===== config.mk =====
export PLATFORM = sky130hd
export DESIGN_NAME = uart_tx_arbiter_flat
export DESIGN_NICKNAME = d
export VERILOG_FILES = /design/src/rtl/uart_pkg.sv /design/src/rtl/uart_tx_arbiter_if.sv /design/src/rtl/uart_rr_pick.sv /design/src/rtl/uart_tx_arbiter.sv /design/src/flat_wrapper.sv
export SDC_FILE = /design/constraint.sdc
export NUM_CORES = 1
export LEC_CHECK = 0
export BUFFER_PORTS_ARGS = -buffer_cell sky130_fd_sc_hd__clkbuf_2
export CORE_MARGIN = 2
export CORE_UTILIZATION = 40
export CTS_CLUSTER_DIAMETER = 30
export DETAILED_ROUTE_END_ITERATION = 12
export GPL_ROUTABILITY_DRIVEN = 1
export HOLD_SLACK_MARGIN = 0.02
export MAX_ROUTING_LAYER = met4
export PLACE_DENSITY = 0.68
export SYNTH_ARGS = -nofsm -noshare
export SYNTH_HDL_FRONTEND = slang
export SYNTH_SLANG_ARGS = --single-unit

===== constraint.sdc =====
create_clock -name clk -period 2.25 [get_ports clk]
set_input_delay 0.1125 -clock clk [delete_from_list [all_inputs] [get_ports clk]]
set_output_delay 0.1125 -clock clk [all_outputs]
set_load 0.05 [all_outputs]

===== src/rtl/uart_pkg.sv =====
// Shared definitions for the uart_tx write-side arbiter and the uart_tx configuration.
package uart_pkg;

  // Width of a requester index; covers up to 8 requesters.
  localparam int unsigned GRANT_W = 3;

  // Width of the per-grant byte and idle counters.
  localparam int unsigned CNT_W = 8;

  // Arbiter FSM encoding, kept bit-compatible with the legacy register map.
  localparam logic [0:0] IDLE = 1'b0;
  localparam logic [0:0] XFER = 1'b1;

endpackage


===== src/rtl/uart_tx_arbiter_if.sv =====
// Requester byte streams plus the FIFO write port, as seen by the arbiter.
interface uart_tx_arbiter_if #(
  parameter int unsigned N_REQ = 4
);

  logic [N_REQ-1:0]   req_valid;
  logic [8*N_REQ-1:0] req_data;
  logic [N_REQ-1:0]   req_last;
  logic [N_REQ-1:0]   req_ready;
  logic               fifowrfull;
  logic               fifowrreq;
  logic [7:0]         fifowrdata;

  // Requesters and FIFO side: drive streams and full flag, observe accepts and writes.
  modport master (
    output req_valid,
    output req_data,
    output req_last,
    output fifowrfull,
    input  req_ready,
    input  fifowrreq,
    input  fifowrdata
  );

  // Arbiter side.
  modport slave (
    input  req_valid,
    input  req_data,
    input  req_last,
    input  fifowrfull,
    output req_ready,
    output fifowrreq,
    output fifowrdata
  );

endinterface


===== src/rtl/uart_rr_pick.sv =====
// Round-robin pick: first asserted request at or after ptr, wrapping modulo N_REQ.
module uart_rr_pick
  import uart_pkg::*;
#(
  parameter int unsigned N_REQ = 4
) (
  input  logic [N_REQ-1:0]   req,
  input  logic [GRANT_W-1:0] ptr,
  output logic               hit,
  output logic [GRANT_W-1:0] idx
);

  logic [N_REQ-1:0] rot;
  int unsigned      off;
  int unsigned      sum;

  // Rotate so that bit 0 is the requester at ptr.
  always_comb begin
    rot = N_REQ'({req, req} >> ptr);
  end

  // Lowest set bit of the rotated vector, then map back to an absolute index.
  always_comb begin
    hit = 1'b0;
    off = 0;
    for (int unsigned k = 0; k < N_REQ; k++) begin
      if (!hit && rot[k]) begin
        hit = 1'b1;
        off = k;
      end
    end
    sum = int'(ptr) + off;
    if (sum >= N_REQ) begin
      sum = sum - N_REQ;
    end
    idx = GRANT_W'(sum);
  end

endmodule


===== src/rtl/uart_tx_arbiter.sv =====
// Round-robin, packet-locked arbiter sharing the uart_tx FIFO write port
// between N_REQ byte-stream requesters.
module uart_tx_arbiter
  import uart_pkg::*;
#(
  parameter int unsigned N_REQ   = 4,
  parameter int unsigned MAX_PKT = 64,
  parameter int unsigned IDLE_TO = 255
) (
  input  logic               clk,
  input  logic               rst_n,
  input  logic               arb_en,
  uart_tx_arbiter_if.slave   bus,
  output logic               grant_vld,
  output logic [GRANT_W-1:0] grant_id,
  output logic               err_timeout
);

  logic [0:0]         state;
  logic [GRANT_W-1:0] rr_ptr;
  logic [CNT_W-1:0]   byte_cnt;
  logic [CNT_W-1:0]   idle_cnt;

  logic               pick_hit;
  logic [GRANT_W-1:0] pick_idx;

  logic               g_valid;
  logic               g_last;
  logic [7:0]         g_data;
  logic               handshake;
  logic               rel_pkt;
  logic               rel_to;
  logic [GRANT_W-1:0] ptr_next;

  uart_rr_pick #(
    .N_REQ (N_REQ)
  ) u_pick (
    .req (bus.req_valid),
    .ptr (rr_ptr),
    .hit (pick_hit),
    .idx (pick_idx)
  );

  // Select the granted requester's stream signals.
  always_comb begin
    g_valid = 1'b0;
    g_last  = 1'b0;
    g_data  = '0;
    for (int unsigned i = 0; i < N_REQ; i++) begin
      if (grant_id == GRANT_W'(i)) begin
        g_valid = bus.req_valid[i];
        g_last  = bus.req_last[i];
        g_data  = bus.req_data[8*i +: 8];
      end
    end
  end

  // Handshake and release decisions for the current XFER cycle.
  always_comb begin
    handshake   = (state == XFER) && g_valid && !bus.fifowrfull;
    rel_pkt     = handshake && (g_last || (byte_cnt == CNT_W'(MAX_PKT - 1)));
    // A timeout needs valid low, so it can never coincide with a handshake release.
    rel_to      = (state == XFER) && !g_valid && (idle_cnt == CNT_W'(IDLE_TO - 1));
    err_timeout = rel_to;
    ptr_next    = (grant_id == GRANT_W'(N_REQ - 1)) ? '0 : grant_id + GRANT_W'(1);
  end

  // Route the granted stream to the FIFO; everything idles low outside XFER.
  always_comb begin
    bus.req_ready  = '0;
    bus.fifowrreq  = 1'b0;
    bus.fifowrdata = '0;
    if (state == XFER) begin
      for (int unsigned i = 0; i < N_REQ; i++) begin
        if (grant_id == GRANT_W'(i)) begin
          bus.req_ready[i] = !bus.fifowrfull;
        end
      end
      bus.fifowrreq  = g_valid && !bus.fifowrfull;
      bus.fifowrdata = g_data;
    end
  end

  // Grant FSM, round-robin pointer and per-grant byte/idle counters.
  always_ff @(posedge clk or negedge rst_n) begin
    if (!rst_n) begin
      state     <= IDLE;
      rr_ptr    <= '0;
      byte_cnt  <= '0;
      idle_cnt  <= '0;
      grant_vld <= 1'b0;
      grant_id  <= '0;
    end else if (state == IDLE) begin
      if (arb_en && pick_hit) begin
        state     <= XFER;
        grant_vld <= 1'b1;
        grant_id  <= pick_idx;
        byte_cnt  <= '0;
        idle_cnt  <= '0;
      end
    end else begin
      if (handshake) begin
        byte_cnt <= byte_cnt + CNT_W'(1);
        idle_cnt <= '0;
      end else if (!g_valid) begin
        idle_cnt <= idle_cnt + CNT_W'(1);
      end
      if (rel_pkt || rel_to) begin
        state     <= IDLE;
        grant_vld <= 1'b0;
        rr_ptr    <= ptr_next;
      end
    end
  end

endmodule


===== src/flat_wrapper.sv =====
// flat-port wrapper written by rule: the top's interface ports become plain ports
module uart_tx_arbiter_flat import uart_pkg::*;
#(
  parameter int unsigned N_REQ   = 4,
  parameter int unsigned MAX_PKT = 64,
  parameter int unsigned IDLE_TO = 255
)
  (clk, rst_n, arb_en, grant_vld, grant_id, err_timeout, bus_req_valid, bus_req_data, bus_req_last, bus_fifowrfull, bus_req_ready, bus_fifowrreq, bus_fifowrdata);
  uart_tx_arbiter_if #(.N_REQ(N_REQ)) bus_i ();
  input  logic clk;
  input  logic rst_n;
  input  logic arb_en;
  output logic grant_vld;
  output logic [GRANT_W-1:0] grant_id;
  output logic err_timeout;
  input wire logic [$bits(bus_i.req_valid)-1:0] bus_req_valid;
  input wire logic [$bits(bus_i.req_data)-1:0] bus_req_data;
  input wire logic [$bits(bus_i.req_last)-1:0] bus_req_last;
  input wire logic [$bits(bus_i.fifowrfull)-1:0] bus_fifowrfull;
  output wire logic [$bits(bus_i.req_ready)-1:0] bus_req_ready;
  output wire logic [$bits(bus_i.fifowrreq)-1:0] bus_fifowrreq;
  output wire logic [$bits(bus_i.fifowrdata)-1:0] bus_fifowrdata;
  assign bus_i.req_valid = bus_req_valid;
  assign bus_i.req_data = bus_req_data;
  assign bus_i.req_last = bus_req_last;
  assign bus_i.fifowrfull = bus_fifowrfull;
  assign bus_req_ready = bus_i.req_ready;
  assign bus_fifowrreq = bus_i.fifowrreq;
  assign bus_fifowrdata = bus_i.fifowrdata;
  uart_tx_arbiter #(.N_REQ(N_REQ), .MAX_PKT(MAX_PKT), .IDLE_TO(IDLE_TO)) u_core (.clk(clk), .rst_n(rst_n), .arb_en(arb_en), .bus(bus_i), .grant_vld(grant_vld), .grant_id(grant_id), .err_timeout(err_timeout));
endmodule

# [Word level (Yosys, flattened, before mapping)]
# Index checks and enable logic that the tools add are counted.
[word_totals] regBits=24 latch_bits=0 ramBits=0 romBits=0 wordCells=86 mem_count=0
[classes] n_addsub=5 n_mul=0 div_mod_pow=0 n_lt_le_gt_ge=1 n_eq_ne=8 n_shift=1 mux=40 n_bitwise=1 reduce_logical=24
[op_table] operator="8-bit 2-to-1 mux" n=11
[op_table] operator="32-bit 2-to-1 mux" n=2
[op_table] operator="3-bit by 32-bit adder with 32-bit output" n=1
[op_table] operator="32-bit by 3-bit >= comparator with 1-bit output, second input constant" n=1
[op_table] operator="1-bit 2-to-1 mux" n=24
[op_table] operator="8-bit by 1-bit adder with 8-bit output, second input constant" n=2
[op_table] operator="1-bit logical AND" n=10
[op_table] operator="2-bit AND reduction" n=5
[op_table] operator="8-bit by 6-bit == test with 1-bit output, second input constant" n=1
[op_table] operator="8-bit == test, second input constant" n=1
[op_table] operator="8-bit by 3-bit right shift with 4-bit output" n=1
[op_table] operator="3-bit by 2-bit == test with 1-bit output, second input constant" n=2
[op_table] operator="3-bit 2-to-1 mux" n=2
[op_table] operator="1-bit logical NOT" n=5
[op_table] operator="4-bit 2-to-1 mux" n=1
[op_table] operator="2-bit != test, second input constant" n=2
[op_table] operator="3-bit by 1-bit adder with 3-bit output, second input constant" n=1
[op_table] operator="3-bit by 1-bit == test with 1-bit output, second input constant" n=1
[op_table] operator="3-bit logical NOT" n=1
[op_table] operator="3-bit != test, second input constant" n=1
[op_table] operator="3-bit subtractor, second input constant" n=1
[op_table] operator="1-bit logical OR" n=2
[op_table] operator="2-bit nonzero test" n=1
[op_table] operator="1-bit inverter" n=1

# [Logic depth before layout (Yosys ltp)]
[logic_depth] word_depth=14 mapped_depth=9

# [Modules after synthesis]
# Synthesis repeated with hierarchy kept, for this count alone.
[hier_totals] cells_unflattened=225 hier_area_um2=1944.4
[by_module_without_submodules] module="uart_tx_arbiter" instances=1 cells_per_inst=195 area_each_um2=1710.4 seq_area_each_um2=600.6
[by_module_without_submodules] module="uart_rr_pick" instances=1 cells_per_inst=30 area_each_um2=234.0 seq_area_each_um2=0.0

# [Least setup slack after synthesis]
# OpenSTA, ideal clock, no wires.
[synth_timing] kind="flip-flop to output port" startpoint="reg u_core.grant_id[0]" endpoint="out bus_req_ready[3]" t_arrival_ps=3229 t_required_ps=2138 setup_slack_ps=-1091 stages_incl_launch_ff=5 n_path_buf=2 path_cell_list="dfrtp_1 ha_1 clkbuf_1 buf_1 nor4bb_1"
[synth_via] elab_chain_len=3
[synth_rtl] element="from (decl)" line="uart_tx_arbiter.sv:15" source="output logic [GRANT_W-1:0] grant_id,"
[synth_rtl] element="from (signal assigned)" line="uart_tx_arbiter.sv:97" source="grant_id <= pick_idx;"
[synth_rtl] element="3-bit by 2-bit == test with 1-bit output" line="uart_tx_arbiter.sv:75" source="if (grant_id == GRANT_W'(i)) begin"
[synth_rtl] element="1-bit 2-to-1 mux" line="uart_tx_arbiter.sv:75"
[synth_rtl] element="4-bit 2-to-1 mux" line="uart_tx_arbiter.sv:73" source="if (state == XFER) begin"
[synth_rtl] element="to (decl)" line="flat_wrapper.sv:20" source="output wire logic [$bits(bus_i.req_ready)-1:0] bus_req_ready;"
# No other way between the ends.

# [Final worst setup path]
[layout_timing] startpoint="reg u_core.grant_id[0]" endpoint="out err_timeout"
[layout_via] elab_chain_len=8 elab_cells_between_ends=11 cone_classes="eq/ne: 3; mux: 4; reduce/logical: 4"
[layout_rtl] element="3-bit logical NOT" line="uart_tx_arbiter.sv:50" source="if (grant_id == GRANT_W'(i)) begin"
[layout_rtl] element="1-bit 2-to-1 mux (3 in series)" line="uart_tx_arbiter.sv:50"
[layout_rtl] element="1-bit 2-to-1 mux *" line="uart_tx_arbiter.sv:50"
[layout_rtl] element="1-bit logical NOT *" line="uart_tx_arbiter.sv:63" source="rel_to = (state == XFER) && !g_valid && (idle_cnt == CNT_W'(IDLE_TO - 1));"
[layout_rtl] element="1-bit logical AND * (2 in series)" line="uart_tx_arbiter.sv:63"
[layout_rtl] element="to (decl)" line="flat_wrapper.sv:15" source="output logic err_timeout;"
# Every way passes the cells marked *; elsewhere a longest branch is shown, timed or not.

==> impl_metrics.tcl <==
set metrics [dict create \
    clock_latency_ns 0.27 \
    synth_cells 221 \
    rrSetupSlack_ns 0.13 \
    cp-end-kind "primary output" \
    n_fill_cell 432 \
    holdPathStages 4 \
    setup_slack_ns 0.1036 \
    period_share 0.9539 \
    min_from "bus_fifowrfull" \
    area_growth_pct 31.04 \
    clock_path_buffers 2 \
    worstPathArrival_ns 2.03 \
    met3_usage 0.03155 \
    tritoncts "done" \
    cp.required_ns 2.14 \
    fmax_ghz 0.4659 \
    dieHeight_um 73.70 \
    io_pins 62 \
    grt.met1_usage 0.2354 \
    root_buffer "clkbuf_8" \
    grt_usage 0.1856 \
    dp_hpwl_mm 3.673 \
    top_usage_layer "met2" \
    startpoint "u_core.grant_id[0]" \
    gr-total-overflow 0 \
    core_um2 4692 \
    nets 342 \
    initial_core_util 0.4141 \
    placed_cell_area_um2 2412 \
    min_path_type "primary input to register" \
    cp_max_fo 5 \
    drv_cap 0 \
    status "finished clean" \
    drcViolationCount 0 \
    slew_headroom 0.6125 \
    ys_warn_count 0 \
    wl_per_cell_um 13.72 \
    setup_viol 0 \
    path_clk_slew_ns 0.08 \
    fin_crit_ns 2.146 \
    io_buffers 61 \
    grt_start_max_net_pins 25 \
    hold_end "u_core.byte_cnt[0]" \
    layout_common_cells "clkbuf_2 (51), dfrtp_1 (21), nand2_1 (16), o21ai_0 (16), a21oi_1 (14)" \
    hold_violations 0 \
    antenna_found_initial 0 \
    p_total_mw 3.157 \
    num_vias 1788 \
    first_global_vias 1693 \
    power_leakage_nw 1.164 \
    worstSetupStartpointType "register" \
    peakVddDrop_mv 0.6419 \
    drt_iter0_drc 55 \
    ys_types 54 \
    htreeDepth 1 \
    synth.avg_cell_area_um2 8.792 \
    post-route-util 0.5427 \
    fp.dieW_um 73.70 \
    slew_viol_final 0 \
    crit_type "register to primary output" \
    grt_pass1_wl_mm 7.624 \
    pre_cts_ws_ns 0.02992 \
    die_area_um2 5431 \
    grtUsageMet2 0.3056 \
    final_common_cell "clkbuf_2" \
    ff2ff_path_depth 8 \
    syn-num-nets 275 \
    clock_skew_ns 0.001275 \
    powerDensity_nw_per_um2 1240 \
    timing.rr.start "u_core.grant_id[0]" \
    ys_seq_elements 24 \
    yosysSeqAreaShare 0.3091 \
    routed_wl_mm 4.679 \
    final_cell_area_um2 2546 \
    synth_area_um2 1943 \
    ant_nets 0 \
    cts_buffers 3 \
    worstMarginPinSlew_ns 0.5813 \
    drive_above_1_share 0.3902 \
    cts_num_sinks 24 \
    rows 25 \
    gp_congestion 0.8255 \
    antenna_cells 0 \
    worstReg2RegEnd "u_core.rr_ptr[1]" \
    timing.setup.tns_ns 0 \
    vias_per_cell 5.243 \
    drtPass1Iterations 4 \
]
==> per-layer routing <==
metal / share of wire / wire length (µm)
met5: 0 / 0
met4: 0.011 / 53
met3: 0.076 / 354
met2: 0.46 / 2145
met1: 0.45 / 2125
==> worst max path at each step <==
stage / to / slack, ns
floorplan: u_core.rr_ptr[0] / -0.30
finish: err_timeout / 0.10
CTS: u_core.rr_ptr[1] / 0.03
global placement: u_core.rr_ptr[1] / 0.12
detailed placement: u_core.rr_ptr[1] / 0.03
global route: bus_fifowrdata[7] / -0.002
==> state kept, by name, summed over array words and instances, names as in the netlist <==
name	count
u_core.byte_cnt	8
u_core.idle_cnt	8
u_core.grant_id	3
u_core.rr_ptr	3
u_core.grant_vld	1
u_core.state	1
==> power by group <==
group	switching, mW	internal (mW)	total [mW]
clock	0.142	0.157	0.299
combinational	1.34	0.849	2.19
sequential	0.135	0.533	0.668
total	1.62	1.54	3.16
==> cells by family (layout without fill, tap and decap cells) <==
logic type      after synthesis  count (layout)  share of synthesized area
fa+ha+maj                    10              10                    0.06826
compound gates               53              53                     0.1842
xor+xnor                     11              11                    0.04958
simple gates                 91              91                     0.2833
mux                          11              11                    0.06182
buf+inv                      21              87                    0.04379
flops                        24              24                     0.3091
==> layout make-up <==
class                           count  area [µm²]  area share
Clock buffer                        4       55.05     0.02162
Timing Repair Buffer               75       449.2      0.1764
Multi-Input combinational cell    176        1340      0.5263
Inverter                            8       30.03     0.01179
Sequential cell                    24       604.3      0.2373
Tap cell                           54       67.56     0.02654
==> cells in the mapped netlist (all sizes together) <==
library cell	instances	area share
nand3	5	0.013
xnor2	5	0.023
nand3b	6	0.030
xor2	6	0.027
o221ai	1	0.0077
a21oi	15	0.041
mux2	2	0.015
nor3b	2	0.010
a211oi	2	0.010
a21o	2	0.0077
nor3	3	0.0077
nand4	3	0.0097
clkbuf	6	0.012
nand2	17	0.033
and4	1	0.0045
ha	9	0.058
nor4bb	1	0.0052
nor2	21	0.041
inv	8	0.015
a21boi	1	0.0039
mux2i	9	0.046
and3	1	0.0032
a2111oi	2	0.019
nor2b	5	0.016
and3b	9	0.041
nand2b	3	0.014
o31ai	1	0.0039
o2bb2ai	1	0.0045
nor4b	1	0.0045
o21ai	19	0.049
dfrtp	24	0.31
buf	7	0.017
a311oi	1	0.0045
fa	1	0.010
o211ai	2	0.0077
o2111ai	4	0.018
nor4	4	0.021
or3	1	0.0039
o22ai	1	0.0032
nand4b	1	0.0045
o41ai	1	0.0045
or2	2	0.0064
and2	4	0.013
or2b	1	0.0039
==> repair_timing <==
action | in CTS | in global routing
endpoints found under the setup margin | 2 | 20
hold buffers | 1 | 0
pin swaps | 1 | 3
hold endpoints to repair | 24 | 0
resized for setup | 1 | 27
setup buffers | 0 | 1
==> metrics by stage <==
stage / hold WS [ns] / std cells
final: 0.3334 / 341
after global routing: 0.3771 / 341
after CTS: 0.3285 / 340
after detailed placement: 0.1460 / 335
after global placement: 0.1445 / 335
after floorplan: -0.1831 / 221
==> worst max-delay path, stage by stage (launching register included) <==
cell and delay (ns):
dfrtp_2 0.47, inv_2 0.09, ha_2 0.22, nand3b_4 0.11
a2111oi_4 0.48, nor4_4 0.06, buf_4 0.15, buf_4 0.18
No activity file was read; power rests on OpenSTA's default activity.
